## src/rtl/ro_freq_meter.sv

```systemverilog
// ro_freq_meter: two-channel ring-oscillator frequency meter.
// Counts synchronized rising edges of each RO over a fixed gate window and
// publishes saturated 8-bit counts with a one-cycle valid strobe.
module ro_freq_meter #(
  parameter int unsigned GATE_CYCLES = 250,
  parameter int unsigned SYNC_STAGES = 2
) (
  input  logic       clk_50MHz,
  input  logic       rst_n,
  input  logic       en,
  input  logic       RO_internal,
  input  logic       RO_external,
  output logic [7:0] freq_int,
  output logic [7:0] freq_ext,
  output logic       ovf_int,
  output logic       ovf_ext,
  output logic       valid
);

  localparam int unsigned NCH   = 2;
  localparam int unsigned CNT_W = 8;
  localparam int unsigned WIN_W = 10;
  localparam int unsigned SET_W = 2;

  localparam logic [CNT_W-1:0] CNT_MAX  = {CNT_W{1'b1}};
  localparam logic [WIN_W-1:0] WIN_LAST = WIN_W'(GATE_CYCLES - 1);
  localparam logic [SET_W-1:0] SET_LAST = SET_W'(SYNC_STAGES - 1);

  typedef enum logic [1:0] {
    IDLE   = 2'd0,
    SETTLE = 2'd1,
    GATE   = 2'd2,
    LATCH  = 2'd3
  } state_t;

  state_t state_q;
  state_t state_nxt_c;

  logic [WIN_W-1:0] win_cnt_q;
  logic [SET_W-1:0] set_cnt_q;

  logic gate_c;
  logic keep_c;
  logic load_c;
  logic settle_step_c;

  logic [NCH-1:0]                  ro_c;
  logic [NCH-1:0][SYNC_STAGES-1:0] sync_q;
  logic [NCH-1:0]                  hist_q;
  logic [NCH-1:0]                  rise_c;

  logic [NCH-1:0][CNT_W-1:0] cnt_q;
  logic [NCH-1:0][CNT_W-1:0] cnt_nxt_c;
  logic [NCH-1:0]            sat_q;
  logic [NCH-1:0]            sat_nxt_c;

  // Channel 0 is the internal RO, channel 1 the external RO.
  assign ro_c = {RO_external, RO_internal};

  // Per-channel synchronizer chain plus history flop; runs in every state.
  always_ff @(posedge clk_50MHz or negedge rst_n) begin
    if (!rst_n) begin
      sync_q <= '0;
      hist_q <= '0;
    end else begin
      for (int ch = 0; ch < NCH; ch++) begin
        sync_q[ch] <= {sync_q[ch][SYNC_STAGES-2:0], ro_c[ch]};
        hist_q[ch] <= sync_q[ch][SYNC_STAGES-1];
      end
    end
  end

  // Rising-edge detect on the synchronized RO level.
  always_comb begin
    rise_c = '0;
    for (int ch = 0; ch < NCH; ch++) begin
      rise_c[ch] = sync_q[ch][SYNC_STAGES-1] & ~hist_q[ch];
    end
  end

  // FSM state register.
  always_ff @(posedge clk_50MHz or negedge rst_n) begin
    if (!rst_n) begin
      state_q <= IDLE;
    end else begin
      state_q <= state_nxt_c;
    end
  end

  // FSM next-state logic; dropping en always wins, even in the last gate cycle.
  always_comb begin
    state_nxt_c = state_q;
    unique case (state_q)
      IDLE: begin
        if (en) begin
          state_nxt_c = SETTLE;
        end
      end
      SETTLE: begin
        if (!en) begin
          state_nxt_c = IDLE;
        end else if (set_cnt_q == SET_LAST) begin
          state_nxt_c = GATE;
        end
      end
      GATE: begin
        if (!en) begin
          state_nxt_c = IDLE;
        end else if (win_cnt_q == WIN_LAST) begin
          state_nxt_c = LATCH;
        end
      end
      LATCH: begin
        state_nxt_c = en ? GATE : IDLE;
      end
      default: begin
        state_nxt_c = IDLE;
      end
    endcase
  end

  // FSM control outputs: count enable, stay-in-window, result load, settle step.
  always_comb begin
    gate_c        = 1'b0;
    keep_c        = 1'b0;
    load_c        = 1'b0;
    settle_step_c = 1'b0;
    if (state_q == GATE) begin
      gate_c = 1'b1;
      keep_c = (state_nxt_c == GATE);
      load_c = (state_nxt_c == LATCH);
    end
    if (state_q == SETTLE) begin
      settle_step_c = (state_nxt_c == SETTLE);
    end
  end

  // Settle counter: times the SYNC_STAGES cycles that flush the synchronizers.
  always_ff @(posedge clk_50MHz or negedge rst_n) begin
    if (!rst_n) begin
      set_cnt_q <= '0;
    end else if (settle_step_c) begin
      set_cnt_q <= set_cnt_q + SET_W'(1);
    end else begin
      set_cnt_q <= '0;
    end
  end

  // Window counter: 0..GATE_CYCLES-1 while gating, cleared otherwise.
  always_ff @(posedge clk_50MHz or negedge rst_n) begin
    if (!rst_n) begin
      win_cnt_q <= '0;
    end else if (keep_c) begin
      win_cnt_q <= win_cnt_q + WIN_W'(1);
    end else begin
      win_cnt_q <= '0;
    end
  end

  // Saturating edge count including this cycle's rise; feeds both counter and result load.
  always_comb begin
    cnt_nxt_c = cnt_q;
    sat_nxt_c = sat_q;
    for (int ch = 0; ch < NCH; ch++) begin
      if (gate_c && rise_c[ch]) begin
        if (cnt_q[ch] == CNT_MAX) begin
          sat_nxt_c[ch] = 1'b1;
        end else begin
          cnt_nxt_c[ch] = cnt_q[ch] + CNT_W'(1);
        end
      end
    end
  end

  // Edge counters hold only while the window continues; any exit from GATE clears them.
  always_ff @(posedge clk_50MHz or negedge rst_n) begin
    if (!rst_n) begin
      cnt_q <= '0;
      sat_q <= '0;
    end else if (keep_c) begin
      cnt_q <= cnt_nxt_c;
      sat_q <= sat_nxt_c;
    end else begin
      cnt_q <= '0;
      sat_q <= '0;
    end
  end

  // Result registers: load only on the GATE -> LATCH edge, hold otherwise.
  always_ff @(posedge clk_50MHz or negedge rst_n) begin
    if (!rst_n) begin
      freq_int <= '0;
      freq_ext <= '0;
      ovf_int  <= 1'b0;
      ovf_ext  <= 1'b0;
    end else if (load_c) begin
      freq_int <= cnt_nxt_c[0];
      freq_ext <= cnt_nxt_c[1];
      ovf_int  <= sat_nxt_c[0];
      ovf_ext  <= sat_nxt_c[1];
    end
  end

  // Valid strobe is high for exactly the LATCH cycle.
  always_ff @(posedge clk_50MHz or negedge rst_n) begin
    if (!rst_n) begin
      valid <= 1'b0;
    end else begin
      valid <= load_c;
    end
  end

endmodule

```

## config.mk

```make
export PLATFORM = sky130hd
export DESIGN_NAME = ro_freq_meter
export DESIGN_NICKNAME = d
export VERILOG_FILES = /design/src/rtl/ro_freq_meter.sv
export SDC_FILE = /design/constraint.sdc
export NUM_CORES = 1
export LEC_CHECK = 0
export CAP_MARGIN = 20
export CORE_UTILIZATION = 40
export DETAILED_ROUTE_END_ITERATION = 7
export PLACE_DENSITY = 0.56
export SETUP_SLACK_MARGIN = 0.3
export SKIP_LAST_GASP = 1
export SYNTH_ARGS = -nofsm -noshare
export SYNTH_HDL_FRONTEND = slang
export SYNTH_SLANG_ARGS = --single-unit
```

## constraint.sdc

```tcl
create_clock -name clk_50MHz -period 3.27 [get_ports clk_50MHz]
set_input_delay 0.4905 -clock clk_50MHz [delete_from_list [all_inputs] [get_ports clk_50MHz]]
set_output_delay 0.4905 -clock clk_50MHz [all_outputs]
set_load 0.005 [all_outputs]
```

==> impl_metrics.ini <==
[outcome]
status = finished clean

[grt]
track_usage = 0.158
grt_pass1_wl_mm = 7.38
grt_pass1_vias = 1607
antenna_found_initial = 0
grt_start_max_net_pins = 37
grt_overflow = 0

[route]
drc_errors = 0
via_per_inst = 4.89
firstDrtPassIters = 4
num_vias = 1638
avgRoutedWirePerCell_um = 12.5
drt_iter0_drc = 106
ant_nets = 0
routed_wl_mm = 4.20

[finish]
fin_nets = 267
num_antenna_cells = 0
fillers = 543
seq_area_sq_um = 1430
layout_commonest_cell = dfrtp_1
final_cell_mix = dfrtp_1 (57), nor2_1 (37), nand2_1 (29), clkdlybuf4s50_1 (22), o21ai_1 (17)
multiInputGateArea_sq_um = 955
stdcell_area_sq_um = 2900
synthToLayoutAreaGrowth_pct = 19.2
drive_gt1_frac = 0.0885

[floorplan]
start_util = 0.413
die_y_um = 79.9
die_w_um = 79.9
ioPinCount = 24
die-area_sq_um = 6390
core-area_sq_um = 5890
rows = 28

[clock_network]
clk_latency_ns = 0.33
path_clk_slew_ns = 0.06
clock_path_buffers = 2
cts_resized = 0
root_buffer = clkbuf_8
h-tree-depth = 3
clock-sinks = 57
cts_tree = yes
ctsHoldBuffers = 0
postCtsSetupBuffers = 0
cts_buffers = 9

[worst_setup_path]
cp_num_buf_inv = 1
rrSetupSlack_ns = 1.50
critical_path_class = reg -> reg
cp_slowest_stage_delay_ns = 0.43
crit_fanout = 27
r2r_cells = 7
cpMostUsedCell = nand2_1
path_cells = inv_1, ha_1, nand2_1, nor4_4, nand2_1, nand2_2, nor3_1
r2r-start = win_cnt_q[1]
endpoint_kind = flip-flop
crit_family = simple AND/OR/NAND/NOR gates
cp_slowest_cell = nand2_2
startpoint_type = flip-flop
crit_required_ns = 3.45
worstReg2RegEnd = cnt_q[7]
worstPathArrival_ns = 1.96

[synthesis]
synth_top_flop_cell = dfrtp_1
synth_warnings = 0
yosysUniqueCellTypes = 42
synth_nets = 236
ys_seq_area_frac = 0.587
syn-instance-count = 226
synth-seq-cells = 57
async_reset_ff_frac = 1.00
synth_area_per_cell_sq_um = 10.8
synth_edf_count = 0
mappedNetlistArea_sq_um = 2430

[sta]
fin_hold_ws_ns = 0.105
tightest_slew_ns = 0.543
fmax_mhz = 564
tns_ns = 0
finClkSkew_ns = 0.00697
setup_viol = 0
relSlewSlack = 0.637
hold_violations = 0
finalCriticalPeriod_ns = 1.77
period_share = 0.542
drv_slew = 0
rsz0062_at_grt = false

[power]
powerDensity_nw_per_um2 = 452
worst_ir_drop_vdd_mv = 0.240
leakage_uw = 0.00121

[placement]
io_buffers = 23
dp_hpwl_mm = 2.88
routabilityCongestion = 0.738
placed_area_sq_um = 2730

[worst_hold_path]
hold_class = in -> async

[run]
cap_violations = 0
-- layout make-up --
cell class                      count  area share
Clock buffer                       14      0.0562
Inverter                            5     0.00648
Multi-Input combinational cell    159       0.330
Sequential cell                    57       0.492
Tap cell                           75      0.0324
Timing Repair Buffer               25      0.0829
-- Yosys cell counts, types with 2 or more instances --
cell,instances,share of area
mux2i_1,4,0.016
ha_1,5,0.026
o21ai_0,2,0.0041
nand4_1,3,0.0077
nand2_1,29,0.045
nand3_1,12,0.025
buf_2,3,0.0062
nor3_1,2,0.0041
nor2_1,37,0.057
a21oi_1,3,0.0062
xnor2_1,6,0.022
a31oi_1,2,0.0051
dfrtp_1,57,0.59
and2_1,3,0.0077
inv_1,5,0.0077
buf_4,2,0.0062
xor2_1,9,0.032
o21ai_1,17,0.035
and4bb_1,2,0.010
-- report_power, final --
| group | switching (uW) | total (uW) | internal [uW] |
|---|---|---|---|
| registers | 5.54 | 719 | 713 |
| logic | 20.8 | 32.0 | 11.2 |
| clock network | 248 | 557 | 309 |
| total | 275 | 1310 | 1030 |
-- sequential cells by signal (all words and copies together), names as in the netlist --
register   cells
ovf_ext        1
cnt_q         16
sync_q         4
valid          1
ovf_int        1
sat_q          2
hist_q         2
freq_int       8
set_cnt_q      2
freq_ext       8
win_cnt_q     10
state_q        2
-- per-stage QoR --
stage	total power [uW]	std cells	utilization	setup slack [ns]
2_1_floorplan	741	226	-	1.83
3_5_place_dp	765	321	0.464	1.22
3_3_place_gp	765	321	0.464	1.25
6_report	1310	335	0.492	1.50
4_1_cts	1330	335	0.492	1.47
5_1_grt	1370	335	0.492	1.35
-- how the worst max path moves through the flow --
| stage | startpoint | endpoint | slack, ns | cells after the start |
|---|---|---|---|---|
| after detailed placement | en | freq_int[6] | 1.22 | 5 |
| after CTS | win_cnt_q[1] | cnt_q[7] | 1.47 | 7 |
| after floorplan | cnt_q[8] | freq_ext[6] | 1.83 | 6 |
| after global routing | win_cnt_q[1] | win_cnt_q[7] | 1.35 | 7 |
| after global placement | en | freq_ext[5] | 1.25 | 5 |
| final | win_cnt_q[1] | cnt_q[7] | 1.50 | 7 |
-- worst register-to-register path: cells and delay by family, from the launching register on --
kind | cells | cell delay (ns)
and+or+nand+nor | 5 | 1.03
DFF | 1 | 0.40
adders and majority gates | 1 | 0.13
buffers and inverters | 1 | 0.07
-- per-layer routing --
layer | part of all wire | global-route usage
met5 | 0 | 0
met4 | 0.017 | 0.0911
met3 | 0.037 | 0.0514
met2 | 0.44 | 0.220
met1 | 0.50 | 0.214
-- cell families after synthesis --
family / share of synthesized area
fa+ha+maj: 0.0257
flops: 0.587
xor+xnor: 0.0541
buf+inv: 0.0201
simple gates: 0.226
compound gates: 0.0705
mux: 0.0165
Note: power is estimated with default switching activity, not from simulation.
==> RTL change 1: new RTL, same settings <==
Add an input register stage for `en`, `RO_internal` and `RO_external`, without a reset; this delays them by one clock. Comments in the files are not updated.
--- a/src/rtl/ro_freq_meter.sv
+++ b/src/rtl/ro_freq_meter.sv
@@ -33,6 +33,16 @@
     LATCH  = 2'd3
   } state_t;
 
+  logic en_q;
+  logic RO_internal_q;
+  logic RO_external_q;
+
+  always_ff @(posedge clk_50MHz) begin
+    en_q          <= en;
+    RO_internal_q <= RO_internal;
+    RO_external_q <= RO_external;
+  end
+
   state_t state_q;
   state_t state_nxt_c;
 
@@ -55,7 +65,7 @@
   logic [NCH-1:0]            sat_nxt_c;
 
   // Channel 0 is the internal RO, channel 1 the external RO.
-  assign ro_c = {RO_external, RO_internal};
+  assign ro_c = {RO_external_q, RO_internal_q};
 
   // Per-channel synchronizer chain plus history flop; runs in every state.
   always_ff @(posedge clk_50MHz or negedge rst_n) begin
@@ -92,26 +102,26 @@
     state_nxt_c = state_q;
     unique case (state_q)
       IDLE: begin
-        if (en) begin
+        if (en_q) begin
           state_nxt_c = SETTLE;
         end
       end
       SETTLE: begin
-        if (!en) begin
+        if (!en_q) begin
           state_nxt_c = IDLE;
         end else if (set_cnt_q == SET_LAST) begin
           state_nxt_c = GATE;
         end
       end
       GATE: begin
-        if (!en) begin
+        if (!en_q) begin
           state_nxt_c = IDLE;
         end else if (win_cnt_q == WIN_LAST) begin
           state_nxt_c = LATCH;
         end
       end
       LATCH: begin
-        state_nxt_c = en ? GATE : IDLE;
+        state_nxt_c = en_q ? GATE : IDLE;
       end
       default: begin
         state_nxt_c = IDLE;
Formal check against the unedited RTL: same outputs for any inputs over 10 cycles, from zero or initial values and one cycle with rst_n low; that may be too few to reach the edited logic, so the function may still have changed.
==> RTL change 1 against the unedited design <==
- worst setup slack worse by 0.091 ns
- count of clock-buffer cells in the layout down 2
- cell count up 1.2%
- routed wire length up 4.3%
- combinational power down 2%
- sequential cell count up 3
- synthesized area up 3.1%
- core utilization up 1.0 points
- die area up 3.0%
- sequential share of layout area up 0.15 points
- power up 12%
- cell area up 3.9%
- critical path type unchanged
==> RTL change 1: results (changes against the unedited design) <==
global placement routability congestion 0.7909 (+7.1%); clk pwr 671 µW (+20%); Vias per Instance 4.962 (+1.5%); layout cells sized above 1 10.98% (+2.1 points); multiplexer share of the synthesized area 2.797% (+1.1 points); comb pwr 31.2 µW (-2%); placed inst area 2806 µm² (+2.7%); GR Util All Layers 15.92% (+0.13 points); HPWL Detailed 3027 µm (+5.2%); Post-Synth Adder-Cell Area 2.498% (-0.077 points); PD cells 485.0 nW/µm² (+7.4%); Critical Path AT 2.06 ns (+0.10 ns); status completed; Yosys cell types 40 (-4.8%); Worst setup endpoint freq_ext[1]$_DFFE_PN0P_; Async SR Flop Fraction 95.00% (-5.0 points); Worst Max-Slew Pin Slew 0.6103 ns (+0.06775 ns); met3 WL 143 µm (-8.9%); Slowest-stage cell, CP nand4_2; Worst R2R Path Depth 6 (-1); met3 Resource Use GR 4.045% (-1.1 points); Max VDD drop 0.0002857 V (+19%); GR Layer Usage met1 22.25% (+0.88 points); Worst-path clk slew 0.06 ns (about the same); clock buffer count from CTS 9 (unchanged); routed length on met1 2332 µm (+11%); largest net degree at the start of global routing 35 (-5.4%); register area share after synthesis 59.34% (+0.64 points); XOR/XNOR Fraction of Synth Area 5.245% (-0.16 points); DR WL/cell 12.92 µm (+3.1%); vias in the first global route 1,650 (+2.7%); synth top area cells dfrtp_1 (57%), nor2_1 (6.1%), o21ai_1 (3.4%), nand2_1 (3.3%), mux2i_1 (2.8%); Sw Ratio 21.01% (about the same); nets 269 (+0.75%); most instantiated cells after synthesis dfrtp_1 (57), nor2_1 (41), nand2_1 (22); Leakage 0.001249 µW (+3.3%); DRT iter0 DRCs 69 (-35%); FF-to-FF setup slack 1.41 ns (-0.09 ns); GR Layer Usage met2 21.93% (-0.033 points); Crit Path Max Fanout 26 (-3.7%); syn nets 239 (+1.3%); CTS root buffer clkbuf_8
==> RTL change 1: cell type report <==
cell class / instances / area, µm² / area share (%)
timing repair buffer: 24 / 232.7 / 7.734
multi-input combinational: 158 / 970.9 / 32.27
sequential: 60 / 1486 / 49.40
tap: 75 / 93.84 / 3.118
inverter: 6 / 22.52 / 0.7484
clock inverter: 4 / 47.55 / 1.580
clock buffer: 12 / 155.1 / 5.156
==> RTL change 1: stage by stage <==
stage               instances  worst slack [ns]  utilization (%)
floorplan                 229             1.743                -
global placement          323             1.454            46.85
detailed placement        323             1.382            46.85
CTS                       339             1.377            50.23
global route              339             1.147            50.23
finish                    339             1.406            50.23
==> RTL change 1: kinds of logic (layout without fill, tap and decap cells) <==
logic type / count (synthesis) / in the layout
AOI/OAI and AO/OA: 26 / 26
xor gates and xnor gates: 15 / 15
adders and majority gates: 5 / 5
buffers and inverters: 11 / 46
DFF: 60 / 60
muxes: 7 / 7
and+or+nand+nor: 105 / 105
==> RTL change 2: new RTL, same flow settings <==
Made on the original files. Change the parameter `SYNC_STAGES` from 2 to 4.
--- a/src/rtl/ro_freq_meter.sv
+++ b/src/rtl/ro_freq_meter.sv
@@ -3,7 +3,7 @@
 // publishes saturated 8-bit counts with a one-cycle valid strobe.
 module ro_freq_meter #(
   parameter int unsigned GATE_CYCLES = 250,
-  parameter int unsigned SYNC_STAGES = 2
+  parameter int unsigned SYNC_STAGES = 4
 ) (
   input  logic       clk_50MHz,
   input  logic       rst_n,
Formal check against the unedited RTL: no difference found for any inputs over 10 cycles, from zero or initial values and one cycle with rst_n low; that may be too few to reach the edited logic, so the function may still have changed.
==> RTL change 2 against the unedited design <==
- sequential share of layout area increased by 0.86 points
- highest routed layer unchanged
- count of clock-buffer cells in the layout decreased by 2
- routed wire length increased by 3.1%
- sequential cell count increased by 4
- critical path depth decreased by 3
- cell area increased by 5.2%
- synthesized area increased by 3.4%
- worst setup slack got worse by 0.20 ns
- sequential power increased by 6.7%
- power increased by 18%
- largest power group unchanged
- worst hold slack got worse by 0.020 ns
- combinational power decreased by 22%
==> RTL change 2: results (changes against the unedited design) <==
Worst R2R Path Depth 6 (-1); DRT iter0 DRCs 44 (-58%); Post-Route WL 4329 µm (+3.1%); Critical Path AT 2.19 ns (+0.23 ns); largest net degree at the start of global routing 38 (+2.7%); comb pwr 25.1 µW (-22%); placed inst area 2821 µm² (+3.2%); XOR/XNOR Fraction of Synth Area 4.880% (-0.53 points); worst hold margin 0.08531 ns (-0.02008 ns); HPWL Detailed 2852 µm (-0.86%); vias in the first global route 1,632 (+1.6%); syn nets 238 (+0.85%); Yosys cell types 39 (-7.1%); Worst slew margin 56.35% (-7.4 points); vias 1,669 (+1.9%); Mapped Cells 228 (+0.88%); Crit Path Max Fanout 37 (+37%); most instantiated cells after synthesis dfrtp_1 (61), nor2_1 (36), nand2_1 (28); Max VDD drop 0.0002731 V (+14%); Vias per Instance 4.923 (+0.69%); layout cells sized above 1 10.23% (+1.4 points); Setup Crit Path Kind in -> reg; register area share after synthesis 60.76% (+2.1 points); Post-Route Utilization 50.86% (+1.6 points); Leakage 0.001311 µW (+8.4%); clock share of power 48.6% (+6.0 points); synth top area cells dfrtp_1 (61%), nor2_1 (5.4%), nand2_1 (4.2%), o21ai_0 (3.0%), mux2i_1 (2.8%); placed insts 323 (+0.62%); H-tree depth 3 (unchanged); Sw Ratio 19.53% (-1.5 points); first-pass GRT wire length 7452 µm (+0.93%); global placement routability congestion 0.7643 (+3.5%); Place WS 0.9336 ns (-0.2885 ns); status completed; FF-to-FF setup slack 1.34 ns (-0.16 ns); nets 269 (+0.75%); multiplexer share of the synthesized area 2.789% (+1.1 points); post-synthesis compound-gate area fraction 6.125% (-0.93 points); worst r2r dst freq_ext[0]$_DFFE_PN0P_; GR Util All Layers 15.71% (-0.078 points)
RTL change 2: changes by cell type in the layout (fill, tap and decap cells not counted), moves of 2 or more:
cell       unedited run  this run
o21ai_1              17         4
nand4_1               3         5
clkbuf_1              3         1
dfrtp_1              57        61
mux2i_1               4         7
clkinv_2              0         2
o21ai_0               2        15
and4bb_1              2         0
bufinv_16             0         2
RTL change 2: critical path, stage by stage:
cell and delay (ns):
clkdlybuf4s50_1 0.51, and3b_1 0.24, nand3_2 0.53, o21ai_0 0.42
RTL change 2: metal layers:
metal | GRT usage (%) | share of wire (%) | up-vias
met4 | 11.25 | 3.0 | 0
met1 | 19.81 | 49 | 781
li1 | - | - | 838
met2 | 23.61 | 44 | 39
met3 | 3.708 | 3.4 | 11
met5 | 0 | 0 | -
RTL change 2: area by class of cell:
cell class / instances / area share (%)
clock buffer: 12 / 5.092
clock inverter: 4 / 2.300
inverter: 6 / 0.7392
multi-input combinational: 156 / 30.80
sequential: 61 / 50.10
tap: 75 / 3.080
timing repair buffer: 25 / 7.885
